--- src/rtl/period_meter_pkg.sv ---
//------------------------------------------------------------------------------
// Module      : period_meter_pkg
// Description : Shared types and constants for the period meter.
//               - pm_state_t : measurement FSM state encoding
//               - PERIOD_METER_WIDTH_DEFAULT : default counter/output width
// Revision    : 1.0 - initial release
//------------------------------------------------------------------------------
`default_nettype none

package period_meter_pkg;

  // Default bit width of the measurement counters and result outputs.
  localparam int PERIOD_METER_WIDTH_DEFAULT = 16;

  // Narrowest and widest counter widths the meter is built for.
  localparam int PERIOD_METER_WIDTH_MIN = 4;
  localparam int PERIOD_METER_WIDTH_MAX = 32;

  // Measurement FSM:
  //   IDLE      - waiting for the first rising edge (arming)
  //   MEAS_HIGH - counting the high phase of the current period
  //   MEAS_LOW  - counting the low phase; the next rise closes the period
  typedef enum logic [1:0] {
    IDLE      = 2'd0,
    MEAS_HIGH = 2'd1,
    MEAS_LOW  = 2'd2
  } pm_state_t;

endpackage : period_meter_pkg

`default_nettype wire

--- src/rtl/period_meter_edge.sv ---
//------------------------------------------------------------------------------
// Module      : period_meter_edge
// Description : Input conditioning and edge detection for the period meter.
//               The sampled signal s is compared against its previous
//               sample s_d to produce single-cycle rise/fall pulses.
//
//               Build option PERIOD_METER_SYNC_EN:
//                 defined   - i_sig passes through a 2-flop synchronizer
//                             before s; edge latency 3 cycles.
//                 undefined - s is i_sig registered once; edge latency
//                             1 cycle (i_sig must be synchronous to clk).
//
// Ports       : clk    - rising-edge system clock
//               reset  - asynchronous active-high reset
//               i_sig  - signal under measurement
//               o_rise - s & ~s_d, high for one cycle per rising edge
//               o_fall - ~s & s_d, high for one cycle per falling edge
// Revision    : 1.0 - initial release
//------------------------------------------------------------------------------
`default_nettype none

module period_meter_edge
  import period_meter_pkg::*;
(
  input  logic clk,
  input  logic reset,
  input  logic i_sig,
  output logic o_rise,
  output logic o_fall
);

  logic w_sig_cond;   // signal feeding the s register
  logic r_s;          // sampled signal
  logic r_s_d;        // previous sample

`ifdef PERIOD_METER_SYNC_EN
  // Two metastability-settling stages ahead of the sampling register.
  logic [1:0] r_sync;

  always_ff @(posedge clk or posedge reset) begin
    if (reset) begin
      r_sync <= 2'b00;
    end else begin
      r_sync <= {r_sync[0], i_sig};
    end
  end

  assign w_sig_cond = r_sync[1];
`else
  assign w_sig_cond = i_sig;
`endif

  // Both samples clear on reset, so an input already high when reset
  // releases is reported as a rising edge and arms the meter.
  always_ff @(posedge clk or posedge reset) begin
    if (reset) begin
      r_s   <= 1'b0;
      r_s_d <= 1'b0;
    end else begin
      r_s   <= w_sig_cond;
      r_s_d <= r_s;
    end
  end

  assign o_rise = r_s & ~r_s_d;
  assign o_fall = ~r_s & r_s_d;

endmodule : period_meter_edge

`default_nettype wire

--- src/rtl/period_meter.sv ---
//------------------------------------------------------------------------------
// Module      : period_meter
// Description : Measures the period and high time of a square wave in clk
//               cycles. The first rising edge after reset only arms the
//               meter; every following rising edge reports the period just
//               closed together with its high time and a saturation flag.
//               Counters saturate at 2^WIDTH-1 instead of wrapping.
//
//               Build option PERIOD_METER_SYNC_EN adds a 2-flop input
//               synchronizer (see period_meter_edge). Measured values are the
//               same in both builds; only the report latency moves by 2.
//
// Parameters  : WIDTH     - counter/output width, legal range 4..32
// Ports       : clk       - rising-edge system clock
//               reset     - asynchronous active-high reset
//               sig_in    - square wave under measurement
//               period    - cycles between the last two rising edges
//               high_time - cycles from rising to falling edge in that period
//               valid     - one-cycle strobe: period/high_time/ovf updated
//               ovf       - last reported measurement saturated
// Revision    : 1.0 - initial release
//------------------------------------------------------------------------------
`default_nettype none

module period_meter
  import period_meter_pkg::*;
#(
  parameter int WIDTH = PERIOD_METER_WIDTH_DEFAULT
) (
  input  logic             clk,
  input  logic             reset,
  input  logic             sig_in,
  output logic [WIDTH-1:0] period,
  output logic [WIDTH-1:0] high_time,
  output logic             valid,
  output logic             ovf
);

  localparam logic [WIDTH-1:0] C_CNT_MAX = {WIDTH{1'b1}};
  localparam logic [WIDTH-1:0] C_CNT_ONE = {{(WIDTH-1){1'b0}}, 1'b1};

  //----------------------------------------------------------------------------
  // Edge detection
  //----------------------------------------------------------------------------
  logic w_rise;
  logic w_fall;

  period_meter_edge u_edge (
    .clk    (clk),
    .reset  (reset),
    .i_sig  (sig_in),
    .o_rise (w_rise),
    .o_fall (w_fall)
  );

  //----------------------------------------------------------------------------
  // Measurement state
  //----------------------------------------------------------------------------
  pm_state_t        r_state;
  logic [WIDTH-1:0] r_cnt;        // cycles since the opening rising edge
  logic [WIDTH-1:0] r_hold;       // high time captured at the falling edge
  logic             r_sat;        // counter hit its ceiling this period
  logic [WIDTH-1:0] r_period;
  logic [WIDTH-1:0] r_high_time;
  logic             r_valid;
  logic             r_ovf;

  logic             w_at_max;
  logic [WIDTH-1:0] w_cnt_next;

  // Saturating increment: once at the ceiling the count stays there and
  // the attempted step is what marks the measurement as saturated.
  assign w_at_max   = (r_cnt == C_CNT_MAX);
  assign w_cnt_next = w_at_max ? r_cnt : (r_cnt + C_CNT_ONE);

  // The count starts at 1 in the cycle after the opening rise, so the
  // value present when an edge is detected equals the distance in cycles
  // from the opening rise to that edge.
  always_ff @(posedge clk or posedge reset) begin
    if (reset) begin
      r_state     <= IDLE;
      r_cnt       <= '0;
      r_hold      <= '0;
      r_sat       <= 1'b0;
      r_period    <= '0;
      r_high_time <= '0;
      r_valid     <= 1'b0;
      r_ovf       <= 1'b0;
    end else begin
      r_valid <= 1'b0;

      case (r_state)
        IDLE: begin
          // Only a rise leaves IDLE; a stray fall carries no information.
          if (w_rise) begin
            r_state <= MEAS_HIGH;
            r_cnt   <= C_CNT_ONE;
            r_sat   <= 1'b0;
          end
        end

        MEAS_HIGH: begin
          r_cnt <= w_cnt_next;
          if (w_at_max) begin
            r_sat <= 1'b1;
          end
          if (w_fall) begin
            r_hold  <= r_cnt;
            r_state <= MEAS_LOW;
          end
        end

        MEAS_LOW: begin
          if (w_rise) begin
            // Close the period and immediately open the next one.
            r_period    <= r_cnt;
            r_high_time <= r_hold;
            r_ovf       <= r_sat;
            r_valid     <= 1'b1;
            r_cnt       <= C_CNT_ONE;
            r_sat       <= 1'b0;
            r_state     <= MEAS_HIGH;
          end else begin
            r_cnt <= w_cnt_next;
            if (w_at_max) begin
              r_sat <= 1'b1;
            end
          end
        end

        default: begin
          r_state <= IDLE;
        end
      endcase
    end
  end

  assign period    = r_period;
  assign high_time = r_high_time;
  assign valid     = r_valid;
  assign ovf       = r_ovf;

endmodule : period_meter

`default_nettype wire

--- config.mk ---
export PLATFORM = sky130hd
export DESIGN_NAME = period_meter
export DESIGN_NICKNAME = d
export VERILOG_FILES = /design/src/rtl/period_meter_pkg.sv /design/src/rtl/period_meter_edge.sv /design/src/rtl/period_meter.sv
export SDC_FILE = /design/constraint.sdc
export NUM_CORES = 1
export LEC_CHECK = 0
export ABC_AREA = 1
export CAP_MARGIN = 25
export CORE_UTILIZATION = 55
export DETAILED_ROUTE_END_ITERATION = 10
export MAX_ROUTING_LAYER = met4
export PLACE_DENSITY = 0.79
export SYNTH_ARGS = -nofsm -noshare
export SYNTH_HDL_FRONTEND = slang
export SYNTH_SLANG_ARGS = --single-unit
export TNS_END_PERCENT = 1
--- constraint.sdc ---
create_clock -name clk -period 2.8 [get_ports clk]
set_clock_uncertainty 0.15 [all_clocks]
set_input_delay 0.56 -clock clk [delete_from_list [all_inputs] [get_ports clk]]
set_output_delay 0.56 -clock clk [all_outputs]
set_load 0.02 [all_outputs]
Word-level counts from Yosys, hierarchy flattened
Index checks and enable logic that the tools add are counted.

$add $sub $neg: 1. Equal/unequal tests: 6. Muxes and demuxes: 13. Bitwise operators: 4. Reduce and logical (&&, ||, !) cells: 7.

Operator list (count): two-way mux 16 bit (3); one-hot mux 16 bit (3 select lines) (1); adder 16 x 1 -> 16 bit (second input constant) (1); equality test 16 bit (second input constant) (1); AND reduction 2 bit (4); != test 2 x 1 -> 1 bit (second input constant) (3); two-way mux 1 bit (5); two-way mux 2 bit (2); one-hot mux 2 bit (2 select lines) (1); one-hot mux 1 bit (3 select lines) (1); nonzero test 3 bit (1); bitwise AND 1 bit (2); equality test 2 x 1 -> 1 bit (second input constant) (1); equality test 2 bit (second input constant) (1); zero test 2 bit (1); NOT 1 bit (2); OR reduction 2 bit (1).

Bits in registers: 71. Input bits: 3. Output and inout port bits: 34. Word-level logic and storage cells: 41.

Logic depth before layout (Yosys ltp)
Depth in word-level cells: 4. Depth in mapped cells: 10.

Hierarchy
From an unflattened synthesis, not the netlist that was laid out.

Cell total of the unflattened synthesis: 364. Area total of the unflattened synthesis: 3124.2 µm².

By module, submodules not included: period_meter (instances 1, cells each 357, area an instance 3055.4 µm², sequential area each 1726.7 µm²); period_meter_edge (instances 1, cells each 7, area an instance 68.8 µm², sequential area each 50.0 µm²).

Least setup slack after synthesis
OpenSTA, ideal clock, no wires.

Path kind: reg2reg. Start point: register r_state[0]. End point: register r_cnt[5]. Library setup time: 0.123 ns. Data arrival time: 1.382 ns. Required time: 2.527 ns. Path slack: 1.145 ns. Stages on the path, launching flop included: 9. Cells stage by stage: dfrtp_1 -> inv_1 -> ha_1 -> a21oi_4 -> inv_1 -> nor2_4 -> inv_1 -> o21ai_0 -> a21oi_1.

Word-level cells in the longest chain between the ends: 3.

Ends and longest elaborated chain: start, declared (RTL line period_meter.sv:59) `pm_state_t r_state;`; start signal, assigned (RTL line period_meter.sv:81) `r_state <= IDLE;`; start signal, assigned (RTL line period_meter.sv:96) `r_state <= MEAS_HIGH;`; start signal, assigned (RTL line period_meter.sv:109) `r_state <= MEAS_LOW;`; equality test 2 bit (tied with other cells) (RTL line period_meter.sv:92) `case (r_state)`; nonzero test 3 bit (no line) or != test 2 x 1 -> 1 bit (tied branches); AND reduction 2 bit (no line); end signal, assigned (RTL line period_meter.sv:103) `r_cnt <= w_cnt_next;`; end signal, assigned (RTL line period_meter.sv:124) `r_cnt <= w_cnt_next;`; end, declared (RTL line period_meter.sv:60) `logic [WIDTH-1:0] r_cnt;`.

Several ways; a longest one is shown, not always the timed one. A chain may end at the register's enable or synchronous reset.

Worst setup path in the final report
Start point: register r_state[0]. End point: register r_cnt[2].

The elaborated chain is that of the path after synthesis.

==> results.tsv <==
metric	value	unit
H-tree Lvls	3	
FMAX	474	MHz
post-layout net count	400	
drt via density	5.22	
die area	5960	sq um
First DRT Iteration DRCs	222	
Max Used Layer	met4	
WL met2	3100	microns
grt total ovfl	0	
Leak Pwr	1.77	nW
# fillers	442	
Worst Hold Launch	high_time[8]	
row cnt	27	
Syn Area/Cell	8.88	sq um
CTS root buf	clkbuf_8	
Slew @ Worst Pin	0.870	ns
Max stage delay cell, worst path	dfrtp_1	
Synth Flop Type	dfrtp_1	
core area	5470	sq um
vias in the first global route	2360	
RSZ-0062 raised after global routing	false	
post-cts repair resize count	0	
Crit. Startpoint	r_state[0]	
worst skew pair latency	0.34	ns
Placed Area	3560	sq um
Multi-input gate area	1150	sq um
placed wire-length estimate	4560	microns
Final Cycle Share	0.754	
PwrDens	738	nW/um^2
Post-Syn Area	3110	sq um
clock-pin slew on the worst setup and hold paths	0.07	ns
drt wl/cell	13.9	microns
DRC	0	
sequential-to-total area share from yosys stat	0.571	
layout cell share with drive strength beyond 1	0.0934	
first-pass GRT wire length	10900	microns
max incr delay on CP	0.42	ns
worst-path maximum fanout	14	
Pwr Total	2.79	mW
ant diodes	0	
CP Launch Type	flip-flop	
Synth warnings	0	
total track usage	0.246	
Critical Path Most Common Cell	inv_1	
initial antenna violation count	0	
via count	2441	
status	finished, final reports clean	
Setup violations, final	0	
final critical-path required period	2.11	ns
Final Wtd Congestion	0.926	
Worst R2R Start	r_state[0]	
Final Cell Area	3780	sq um
EDFF count, synth	0	
top-level I/O count	37	
Max Slew Vio Count	0	
CTS tree	yes	
chip width	77.2	microns
CP required	2.88	ns
Hold Violations, Final	0	
worst hold path type	flip-flop to flip-flop	
metal3 WL	262	microns
syn_nets	359	
I/O Buffers	36	
Starting Density	0.568	
Peak VDD IR	0.615	mV
CP bufs+invs	3	
area grow syn2layout	21.6	%
Num CTS Buffers	9	
#FFs+latches synth	71	
Setup TNS	0	ns
Die Height	77.2	microns
FF/Latch Area	1780	sq um
Yosys cell types	27	
pin count of the biggest net entering global routing	42	
post-synthesis async set-or-reset flop share	1.00	
Max Cap Viol	0	
DRT Pass-1 Iters	4	
CP Class	flip-flop to flip-flop	
maximum clock insertion buffer count	2	
worst hold margin	0.324	ns
CP top delay family	compound AO/OA/AOI/OAI gates	
total wire length	6510	microns
Syn Inst Count	350	
worst path cell trace	inv_1 -> ha_1 -> a21oi_4 -> inv_1 -> nor2_4 -> inv_1 -> o21ai_0 -> a21oi_1	
Slew headroom	0.419	
Detail Route Antenna Nets	0	
clk sinks	71	
hold buffers post-CTS	0	
WL met1	2970	microns
worst endpoint data arrival time	2.19	ns
Crit. End Element	flip-flop	
post-layout util	0.691	
Setup Buffers After CTS	0	
## flip-flops by register name, summed over array words and instances (netlist names)
register	count
high_time	16
u_edge.r_s_d	1
r_hold	16
u_edge.r_s	1
ovf	1
r_cnt	16
r_sat	1
r_state	2
period	16
valid	1
## metal layers
layer / GRT usage / vias to the layer above
met5: - / -
met4: 0.113 / 0
met3: 0.0583 / 13
met2: 0.379 / 65
met1: 0.308 / 1174
li1: - / 1189
## cells in the final DEF, fill, tap and decap left out, types with 2 or more instances in the layout
cell / instances
inv_1: 34
clkdlybuf4s50_1: 36
nand3_1: 15
o21ai_1: 2
clkinv_2: 3
nor2_2: 2
nand2_2: 2
nor2_4: 5
nand2_4: 2
buf_4: 3
nor3_1: 4
bufinv_16: 2
o21ai_0: 46
a21oi_1: 4
xor2_1: 4
nand2_1: 112
nand4_1: 3
nor2_1: 18
dfrtp_1: 71
clkbuf_8: 10
inv_2: 3
ha_1: 6
## final timing paths
kind / to / slack [ns] / cells past startpoint
max reg2reg: r_cnt[2] / 0.69 / 8
min reg2reg: high_time[8] / 0.32 / 2
min: high_time[8] / 0.32 / 2
max: r_cnt[2] / 0.69 / 8
min in group asynchronous: period[2] / 0.39 / 2
max in group asynchronous: r_cnt[4] / 1.49 / 3
## per-stage QoR
stage          cells  setup slack (ns)
2_1_floorplan    350             0.293
3_5_place_dp     452             0.735
5_1_grt          468             0.560
6_report         468             0.690
4_1_cts          468             0.702
3_3_place_gp     452             0.837
## layout make-up
cell class                      instances  share of cell area
Clock buffer                           10              0.0364
Clock inverter                          6              0.0222
Inverter                               37              0.0367
Multi-Input combinational cell        232               0.304
Sequential cell                        71               0.470
Tap cell                               72              0.0238
Timing Repair Buffer                   40               0.107
## synth_stat cells (2+ instances only)
library cell	count	area (sq um)
nor2_2	2	12.5
nor3_1	4	20.0
nand2_2	2	12.5
o21ai_1	2	10.0
inv_1	35	131
nand4_1	3	18.8
nand2_4	2	22.5
a21oi_1	4	20.0
nor2_1	18	67.6
inv_2	2	7.51
dfrtp_1	71	1780
o21ai_0	46	230
xor2_1	4	35.0
clkbuf_1	8	30.0
nand2_1	112	420
ha_1	6	75.1
nand3_1	15	75.1
nor2_4	5	56.3
## power by group
group	total [mW]	leakage (nW)	internal (mW)	switching [mW]
Clock	0.902	0.116	0.523	0.380
Combinational	0.696	0.683	0.234	0.462
Sequential	1.19	0.975	1.12	0.0708
## worst min-delay path, cell delays in order (launching register included)
cell     delay (ns)
dfrtp_1        0.34
nand2_1        0.05
nand2_1        0.05
## kinds of logic after synthesis
logic type      count (synthesis)  share of synthesized area
compound gates                 58                      0.101
simple gates                  164                      0.234
fa+ha+maj                       6                     0.0241
buf+inv                        47                     0.0584
xor+xnor                        4                     0.0113
flops                          71                      0.571
No activity file was read; power rests on OpenSTA's default activity.
